==> config.mk <==
export PLATFORM = sky130hd
export DESIGN_NAME = zero_scan_ctrl
export DESIGN_NICKNAME = d
export VERILOG_FILES = /design/src/rtl/zero_scan_ctrl.sv
export SDC_FILE = /design/constraint.sdc
export NUM_CORES = 1
export LEC_CHECK = 0
export CORE_MARGIN = 2
export CORE_UTILIZATION = 60
export DETAILED_ROUTE_END_ITERATION = 10
export DONT_BUFFER_PORTS = 1
export HOLD_SLACK_MARGIN = 0.03
export PLACE_DENSITY = 0.76
export SYNTH_ARGS = -nofsm -noshare
export SYNTH_HDL_FRONTEND = slang
export SYNTH_SLANG_ARGS = --single-unit
==> constraint.sdc <==
create_clock -name clk -period 1.95 [get_ports clk]
set_input_delay 0.2925 -clock clk [delete_from_list [all_inputs] [get_ports clk]]
set_output_delay 0.2925 -clock clk [all_outputs]
set_load 0.1 [all_outputs]
==> src/rtl/zero_scan_ctrl.sv <==
// ---------------------------------------------------------------------------
// zero_scan_ctrl
//
// Scans a latched WIDTH-bit word one bit per cycle, LSB first, and counts
// non-overlapping runs of RUN consecutive zeros. Each completed run gives a
// one-cycle registered hit pulse and increments hit_count.
//
// Ports
//   clk       : sole clock, rising edge
//   reset     : asynchronous, active-low reset
//   start     : begin a scan of data_in (accepted only in IDLE)
//   data_in   : word to scan, latched on an accepted start
//   abort     : cancel an in-progress scan (only meaningful in SHIFT)
//   busy      : high while bits are being consumed
//   done      : one-cycle pulse when a scan completes
//   hit       : one-cycle pulse per detected zero run
//   hit_count : hits in the current or most recent scan
//   irq_clr   : (ZERO_SCAN_IRQ_EN only) clears the sticky irq
//   irq       : (ZERO_SCAN_IRQ_EN only) sticky flag, set after a scan with hits
//
// Optional feature macro: ZERO_SCAN_IRQ_EN
// ---------------------------------------------------------------------------
module zero_scan_ctrl #(
    parameter int WIDTH = 8,
    parameter int RUN   = 3
) (
    input  logic                         clk,
    input  logic                         reset,
    input  logic                         start,
    input  logic [WIDTH-1:0]             data_in,
    input  logic                         abort,
`ifdef ZERO_SCAN_IRQ_EN
    input  logic                         irq_clr,
    output logic                         irq,
`endif
    output logic                         busy,
    output logic                         done,
    output logic                         hit,
    output logic [$clog2(WIDTH+1)-1:0]   hit_count
);

    localparam int CW = $clog2(WIDTH + 1);
    localparam int IW = (WIDTH > 1) ? $clog2(WIDTH) : 1;
    localparam int RW = $clog2(RUN + 1);

    localparam logic [IW-1:0] LAST_IDX = IW'(WIDTH - 1);
    localparam logic [RW-1:0] RUN_M1   = RW'(RUN - 1);

    typedef enum logic [1:0] {
        IDLE  = 2'd0,
        SHIFT = 2'd1,
        DONE  = 2'd2
    } state_t;

    state_t            state_q, state_d;
    logic [WIDTH-1:0]  data_q,  data_d;
    logic [IW-1:0]     idx_q,   idx_d;
    logic [RW-1:0]     run_q,   run_d;
    logic              hit_q,   hit_d;
    logic [CW-1:0]     cnt_q,   cnt_d;

    always_comb begin
        state_d = state_q;
        data_d  = data_q;
        idx_d   = idx_q;
        run_d   = run_q;
        cnt_d   = cnt_q;
        hit_d   = 1'b0;

        case (state_q)
            IDLE: begin
                // start takes priority over abort here; abort is ignored in IDLE
                if (start) begin
                    data_d  = data_in;
                    idx_d   = '0;
                    run_d   = '0;
                    cnt_d   = '0;
                    state_d = SHIFT;
                end
            end
            SHIFT: begin
                if (abort) begin
                    // Drop the scan: no done, and the hit that this cycle's
                    // bit might have produced stays suppressed (hit_d = 0).
                    state_d = IDLE;
                    idx_d   = '0;
                    run_d   = '0;
                    cnt_d   = '0;
                end else begin
                    if (!data_q[idx_q]) begin
                        // Run completes on this zero: pulse next cycle and
                        // restart counting so runs never overlap.
                        if (run_q == RUN_M1) begin
                            hit_d = 1'b1;
                            cnt_d = cnt_q + CW'(1);
                            run_d = '0;
                        end else begin
                            run_d = run_q + RW'(1);
                        end
                    end else begin
                        run_d = '0;
                    end

                    if (idx_q == LAST_IDX) begin
                        idx_d   = '0;
                        state_d = DONE;
                    end else begin
                        idx_d = idx_q + IW'(1);
                    end
                end
            end
            DONE: begin
                state_d = IDLE;
            end
            default: begin
                state_d = IDLE;
            end
        endcase
    end

    always_ff @(posedge clk or negedge reset) begin
        if (!reset) begin
            state_q <= IDLE;
            data_q  <= '0;
            idx_q   <= '0;
            run_q   <= '0;
            hit_q   <= 1'b0;
            cnt_q   <= '0;
        end else begin
            state_q <= state_d;
            data_q  <= data_d;
            idx_q   <= idx_d;
            run_q   <= run_d;
            hit_q   <= hit_d;
            cnt_q   <= cnt_d;
        end
    end

    assign busy      = (state_q == SHIFT);
    assign done      = (state_q == DONE);
    assign hit       = hit_q;
    assign hit_count = cnt_q;

`ifdef ZERO_SCAN_IRQ_EN
    logic irq_q, irq_d;

    // Set during the done cycle so irq appears the cycle after; set beats clear.
    always_comb begin
        irq_d = irq_q;
        if (irq_clr) begin
            irq_d = 1'b0;
        end
        if ((state_q == DONE) && (cnt_q != '0)) begin
            irq_d = 1'b1;
        end
    end

    always_ff @(posedge clk or negedge reset) begin
        if (!reset) begin
            irq_q <= 1'b0;
        end else begin
            irq_q <= irq_d;
        end
    end

    assign irq = irq_q;
`endif

endmodule
* After elaboration in Yosys (flattened, before gate mapping)
Index checks and enable logic that the tools add are counted.
** Storage, ports and cells
- Register bits after elaboration :: 20
- Bits in latches :: 0
- Memory bits (writable) :: 0
- Bits in read-only memories :: 0
- Input port bits :: 12
- Output and inout port bits :: 7
- Word-level logic and storage cells :: 48
- Memories :: 0
** Operators by class
- Add/sub/neg operators :: 3
- $mul :: 0
- Divide/modulo/power cells :: 0
- $lt $le $gt $ge :: 1
- Equality and inequality tests :: 8
- Shift-type cells :: 0
- Muxes and demuxes :: 24
- Bitwise gates (word level) :: 0
- Reductions and logical operators :: 6
** Operator list (count)
- $mux W4 :: 4
- $mux W2 :: 7
- $mux W3 :: 3
- $pmux W2 S2 :: 2
- $pmux W4 S2 :: 1
- $ne A3 B2 Y1 const B :: 2
- $pmux W3 S2 :: 1
- $reduce_and A2 Y1 :: 3
- $mux W1 :: 5
- $add A4 B1 Y4 const B :: 1
- $eq A2 B2 Y1 const B :: 2
- $lt A3 B4 Y1 const B :: 1
- $reduce_and A4 Y1 :: 1
- $add A3 B1 Y3 const B :: 1
- $bmux W1 S3 :: 1
- $eq A3 B3 Y1 const B :: 1
- $ne A3 B3 Y1 const B :: 1
- $add A2 B1 Y2 const B :: 1
- $eq A2 B1 Y1 const B :: 1
- $logic_not A2 Y1 :: 1
- $ne A2 B2 Y1 const B :: 1
- $reduce_bool A2 Y1 :: 1

* Longest topological paths before layout
Gate-level depths: netlist of run 1.
- Depth after elaboration :: 5
- Depth in mapped cells :: 5
- Gate-level depth less buffers :: 4

* Least setup slack after synthesis of run 1
Ideal clock, no wire load.
- Kind :: reg-to-output
- Start :: reg state_q[1]
- End :: out done
- Data arrival time :: 1764 ps
- Data required time :: 1657 ps
- Slack :: -106 ps
- Stages on the path, launching flop included :: 2
- Cell sequence :: dfrtp_1 nor2b_1
** On the way
- Longest elaborated chain between the ends :: 1
** RTL lines
- from (decl) :: line 55 : state_t state_q, state_d;
- from (signal assigned) :: line 130 : state_q <= state_d;
- $eq A2 B2 Y1 :: line 140 : assign done = (state_q == DONE);
- to (decl) :: line 37 : output logic done,
Every way passes these cells.

* Final worst setup path of run 1
- Start :: reg idx_q[0]
- End :: reg cnt_q[3], in the netlist hit_count[3]
** On the way
- Longest elaborated chain between the ends :: 4
** RTL lines
- from (decl) :: line 57 : logic [IW-1:0] idx_q, idx_d;
- from (signal assigned) :: line 132 : idx_q <= idx_d;
- $bmux W1 S3 :: line 90 : if (!data_q[idx_q]) begin
- $mux W1 (implied by the code) :: line 90
- $ne A3 B3 Y1 (no line)
- $reduce_and A4 Y1 (no line)
- to (signal assigned) :: line 135 : cnt_q <= cnt_d;
- to (decl) :: line 60 : logic [CW-1:0] cnt_q, cnt_d;
Every way passes these cells. The select of a mux whose other input is x is not followed.
A chain may end at the register's enable or synchronous reset.

==> run_results.csv, run 1 <==
group,metric,value,unit
floorplan,ios,19,
pwr,seq_power_share,51.7,%
grt,overflow,0,
finish,drive_above_1_share,34.8,%
finish,fin_nets,109,
worst_hold_path,hp-start,"data_in[7]",
route,routedWlPerCell,15.9,microns
clocking,cts.sinks,20,
floorplan,core,1520,sq um
synth,synth-main-ff-cell,"dfrtp_1",
clocking,cts-root-buf,"clkbuf_4",
clocking,cts_max_level,1,
pwr,pwr_density_cell,912,nW/um^2
route,first_iter_violations,8,
synth,synth-edff-count,0,
clocking,clkTransAtPathRegs,0.10,ns
route,ant_nets,0,
setup_path,cp.arrival,2.00,ns
synth,yosysSeqAreaShare,51.1,%
finish,area_delta_synth_final,13.9,%
pwr,finalPower,0.00102,W
flow_run,cap_violations,0,
pwr,p_int,0.000677,W
synth,synth_area_leaders,"dfrtp_1 51%, mux2_2 9.2%, mux4_2 4.6%",
setup_path,critical_path.max_fanout,6,
synth,yosysWarnings,0,
sta,slew_violations,0,
synth,synth.distinct_cells,30,
sta,period_share,89.9,%
place,place.gp.congestion,0.795,
place,io_buffers,0,
synth,synth_top_area_share,51.1,%
pwr,p_leak,0.524,nW
pwr,pwr-share-clk,18.1,%
sta,hold_violations,0,
clocking,clkLatencyLatePin,0.29,ns
clocking,numCtsBuffers,3,
grt,grt_max_degree,21,
floorplan,initial_core_util,64.3,%
place,pre_cts_ws,0.208,ns
sta,fin_crit,1.75,ns
setup_path,worstReg2RegStart,"idx_q[0]",
sta,worst_pin_slew,0.892,ns
route,drc,0,
pwr,p_sw_share,33.5,%
setup_path,slowest_delay,0.54,ns
sta,rsz0062_at_grt,"false",
setup_path,cp_cell_sequence,"mux4_2 > mux2_4 > nor4_2 > a211o_1",
floorplan,die_width,44.4,microns
synth,synth_top_area_cell,"dfrtp_1",
synth,async_reset_ff_share,100,%
route,avgViaCountPerCell,6.08,
clocking,cts_tree,"yes",
synth,synth.most_common_cell,"dfrtp_1",
floorplan,row_count,14,
grt,grt.total_usage,20.3,%
setup_path,cp_slowest_cell,"mux4_2",
grt,grt_pass1_wl,2.86,mm
sta,fmax,0.570,GHz
setup_path,path_class,"flip-flop to flip-flop",
pwr,irDropWorstVdd,704,uV
grt,grt_pass1_vias,681,
setup_path,startpoint,"idx_q[0]",
place,dp.cells,104,
floorplan,die_area,1970,sq um
sta,setup_viol,0,
grt,antenna_found_initial,0,
pwr,netSwitchingPower,0.000341,W
floorplan,die_height,44.4,microns
synth,synth_cells,78,
finish,final_cells,108,
pwr,p_comb_share,30.2,%
synth,synth_nets,93,
clocking,cts.path.max_buffers,2,
place,hpwl,1.24,mm
setup_path,critPathBufInv,0,
sta,worst_slack,0.197,ns
setup_path,cp-start-kind,"flip-flop",
route,routed.top_layer,"met4",
finish,antennaDiodeCount,0,
route,wl_met2,879,microns
synth,syn-cell-area,980,sq um
route,wl_met1,744,microns
setup_path,end_kind,"flip-flop",
sta,slew_headroom,40.4,%
route,wl_met3,59,microns
synth,synth_seq_cells,20,
worst_hold_path,worstHoldPathType,"input port to flip-flop",
sta,finClkSkew,0.00650,ns
synth,syn_avg_cell_area,12.6,sq um
setup_path,cp.required,2.19,ns
route,totalWireLength,1.71,mm
outcome,status,"finished, final reports clean",
setup_path,critical_path.top_delay_family,"multiplexers",
route,dr.pass1.iters,4,
route,vias,657,
synth,synth_common_cells,"20 x dfrtp_1, 9 x nand2_1, 8 x mux2_2",
-- cells in the final DEF (no fill, tap or decap), types with 2 or more instances in the layout --
cell	netlist	routed
dfrtp_1	20	20
buf_4	0	11
nand2_1	9	9
mux2_2	8	8
nand3_1	4	4
a31oi_1	3	3
ha_1	3	3
clkbuf_4	0	3
nor2b_2	0	2
mux4_2	2	2
mux2_4	2	2
o21bai_1	2	2
a22o_1	2	2
o21ai_1	2	2
-- path summary, 6_finish.rpt --
| check | end | slack [ns] | depth (start not counted) |
|---|---|---|---|
| min reg2reg | data_q[6] | 0.52 | 1 |
| max | hit_count[3] | 0.20 | 4 |
| min | data_q[7] | 0.14 | 1 |
| max in group asynchronous | run_q[1] | 0.84 | 1 |
| min in group asynchronous | data_q[2] | 0.56 | 1 |
| max reg2reg | hit_count[3] | 0.20 | 4 |
-- worst register-to-register path, delay by kind of cell (launching register included) --
kind / cells / cell delay, ns
AOI/OAI and AO/OA: 1 / 0.12
and+or+nand+nor: 1 / 0.26
DFF: 1 / 0.45
muxes: 2 / 0.87
-- area by class of cell --
| type | instances | area (sq um) |
|---|---|---|
| Clock buffer | 3 | 22.5 |
| Fill cell | 107 | 408 |
| Inverter | 1 | 3.75 |
| Multi-Input combinational cell | 56 | 477 |
| Sequential cell | 20 | 500 |
| Tap cell | 16 | 20.0 |
| Timing Repair Buffer | 12 | 92.6 |
-- sequential cells by signal, indices dropped and copies added, names as in the netlist --
register,cells
data_q,8
hit,1
hit_count,4
idx_q,3
run_q,2
state_q,2
-- per-layer routing --
layer  up-vias  track usage [%]
met5         -                0
met4         0             9.09
met3         5             2.45
met2        13             35.9
met1       319             24.7
li1        320                -
-- what timing repair did --
action                     4_1_cts  5_1_grt
gates resized for setup          0        0
setup endpoints to repair        0        0
setup buffers                    0        0
hold buffers                     1        0
hold endpoints to repair        20        0
-- power groups by stage --
stage / logic (W) / clock network, W / registers, W
after floorplan: 0.000181 / 0 / 0.000574
after global placement: 0.000294 / 0 / 0.000532
after detailed placement: 0.000300 / 0 / 0.000535
after CTS: 0.000310 / 0.000189 / 0.000526
after global routing: 0.000332 / 0.000203 / 0.000535
final: 0.000308 / 0.000184 / 0.000526
-- cell families after synthesis --
group	Yosys count	synth area share (%)
AND/OR/NAND/NOR	27	16.1
flip-flops	20	51.1
multiplexers	13	17.9
adder cells (fa/ha/maj)	3	3.83
buffers and inverters	2	0.766
AO/OA/AOI/OAI	13	10.3
-- through the flow --
step / instance area (sq um) / hold WS [ns] / setup TNS, ns / utilization (%)
finish: 1120 / 0.139 / 0 / 73.2
global route: 1120 / 0.133 / 0 / 73.2
CTS: 1120 / 0.139 / 0 / 73.2
detailed placement: 1080 / -0.00270 / 0 / 71.1
global placement: 1080 / -0.00272 / 0 / 71.1
floorplan: 980 / -0.00309 / -0.206 / -
No activity file was read; power rests on OpenSTA's default activity.
==> run 2: changes to the inputs <==
--- a/config.mk
+++ b/config.mk
@@ -11,6 +11,7 @@
 export DONT_BUFFER_PORTS = 1
 export HOLD_SLACK_MARGIN = 0.03
 export PLACE_DENSITY = 0.76
+export SETUP_SLACK_MARGIN = 0.2
 export SYNTH_ARGS = -nofsm -noshare
 export SYNTH_HDL_FRONTEND = slang
 export SYNTH_SLANG_ARGS = --single-unit
==> run_results.csv, run 2 (synthesized netlist as in run 1, its figures left out) <==
group,metric,value,unit
pwr,pwr_density_cell,910,nW/um^2
place,io_buffers,0,
sta,slew_violations,0,
sta,setup_viol,0,
setup_path,cp.required,2.19,ns
sta,period_share,87.4,%
setup_path,reg2regPathDepth,4,
route,vias,665,
floorplan,die_width,44.4,microns
clocking,cts_tree,"yes",
setup_path,r2r_end,"hit_count[3]",
sta,fmax,0.587,GHz
setup_path,critPathBufInv,0,
setup_path,end_kind,"flip-flop",
floorplan,initial_core_util,64.3,%
worst_hold_path,hp-start,"data_in[7]",
clocking,numCtsBuffers,3,
finish,final_cell_mix,"19 x dfrtp_1, 12 x buf_4, 9 x nand2_1",
clocking,cts-root-buf,"clkbuf_4",
route,ant_nets,0,
clocking,clkTransAtPathRegs,0.10,ns
floorplan,core,1520,sq um
route,first_iter_violations,9,
floorplan,die_area,1970,sq um
place,placed_cell_area,1080,sq um
setup_path,path_class,"flip-flop to flip-flop",
finish,fin_nets,110,
finish,largest_reg_flops,8,
place,dp.cells,104,
route,drc,0,
setup_path,r2r_slack,0.25,ns
grt,overflow,0,
finish,design_area,1120,sq um
finish,antennaDiodeCount,0,
setup_path,worstReg2RegStart,"idx_q[0]",
sta,worst_pin_slew,0.892,ns
finish,drive_above_1_share,36.6,%
floorplan,ios,19,
route,dr.pass1.iters,5,
setup_path,cp_slowest_cell,"mux4_2",
setup_path,cp_cell_sequence,"mux4_2 > mux2_4 > nor4_2 > a211o_1",
finish,area_delta_synth_final,14.8,%
finish,final_cells,109,
worst_hold_path,hold_end,"data_q[7]",
finish,post-route-util,73.8,%
worst_hold_path,worstHoldPathType,"input port to flip-flop",
sta,setup_tns,0,ns
setup_path,slowest_delay,0.52,ns
setup_path,cp_num_cells,4,
setup_path,critical_path.top_delay_family,"multiplexers",
floorplan,row_count,14,
finish,seqCellArea,502,sq um
finish,multiInputGateArea,477,sq um
sta,hold_violations,0,
floorplan,die_height,44.4,microns
worst_hold_path,whs_path_depth,1,
sta,fin_crit,1.70,ns
pwr,p_leak,0.528,nW
grt,grt.total_usage,20.3,%
finish,layout_commonest_cell,"dfrtp_1",
sta,rsz0062_at_grt,"false",
finish,regMostFlops,"data_q",
outcome,status,"finished, final reports clean",
clocking,cts.sinks,20,
clocking,cts_max_level,1,
grt,grt_pass1_wl,2.86,mm
route,avgViaCountPerCell,6.10,
finish,fillers,108,
grt,grt_max_degree,21,
grt,grt_pass1_vias,681,
clocking,clkLatencyLatePin,0.29,ns
route,routedWlPerCell,15.8,microns
setup_path,cp-start-kind,"flip-flop",
place,hpwl,1.24,mm
pwr,irDropWorstVdd,705,uV
clocking,cts.path.max_buffers,2,
sta,slew_headroom,40.3,%
setup_path,critical_path.max_fanout,6,
place,place.gp.congestion,0.795,
route,totalWireLength,1.72,mm
flow_run,cap_violations,0,
sta,hold_slack,0.139,ns
grt,antenna_found_initial,0,
setup_path,cp.arrival,1.95,ns
sta,finClkSkew,0.00695,ns
==> run 2: cell types whose count changed in the layout (fill, tap and decap cells not counted) <==
| cell | previous run | this run |
|---|---|---|
| dfrtp_1 | 20 | 19 |
| buf_4 | 11 | 12 |
| dfrtp_2 | 0 | 1 |
==> run 2: power by group <==
part           switching [W]  total (W)  internal, W
sequential         0.0000515   0.000526     0.000474
clock               0.000112   0.000184    0.0000719
combinational       0.000178   0.000313     0.000135
==> run 2: worst max-delay path by stage <==
stage / from / endpoint
final: idx_q[0] / hit_count[3]
after CTS: idx_q[0] / hit_count[1]
after detailed placement: idx_q[0] / hit_count[1]
after global placement: idx_q[0] / hit_count[1]
after floorplan: state_q[1] / done
after global routing: idx_q[0] / hit_count[3]
==> run 2: worst register-to-register path, delay by kind of cell, from the launching register on <==
kind | cells | cell delay, ns
muxes | 2 | 0.85
AOI/OAI and AO/OA | 1 | 0.12
DFF | 1 | 0.42
and+or+nand+nor | 1 | 0.26
==> run 2: per-stage QoR <==
stage / power, W / setup WS, ns
floorplan: 0.000755 / -0.106
global placement: 0.000826 / 0.242
detailed placement: 0.000836 / 0.208
CTS: 0.00103 / 0.235
global route: 0.00107 / 0.197
finish: 0.00102 / 0.246
==> run 2: area by class of cell <==
| cell class | instances | area share (%) |
|---|---|---|
| flip-flops and latches | 20 | 44.6 |
| multi-input cells | 56 | 42.4 |
| repair buffers | 13 | 8.90 |
| clock buffers | 3 | 2.00 |
| well taps | 16 | 1.78 |
| inverters | 1 | 0.334 |
==> run 2: timing repair <==
action	in CTS	in global routing
resized for setup	1	0
buffers inserted	0	1
hold buffers	1	0
hold endpoints to repair	20	0
pin swaps	0	0
setup endpoints to repair	2	3
==> run 2: layer usage <==
layer | global-route usage, % | wire length [microns] | part of all wire (%)
met1 | 24.7 | 729 | 42
met2 | 35.9 | 876 | 51
met4 | 9.09 | 34 | 2.0
met5 | 0 | 0 | 0
met3 | 2.45 | 80 | 4.7
==> run 3: changes to the inputs <==
--- a/config.mk
+++ b/config.mk
@@ -5,6 +5,7 @@
 export SDC_FILE = /design/constraint.sdc
 export NUM_CORES = 1
 export LEC_CHECK = 0
+export CAP_MARGIN = 20
 export CORE_MARGIN = 2
 export CORE_UTILIZATION = 60
 export DETAILED_ROUTE_END_ITERATION = 10
==> results of run 3 <==
The final DEF is identical to that of run 2; final timing and power are the same.
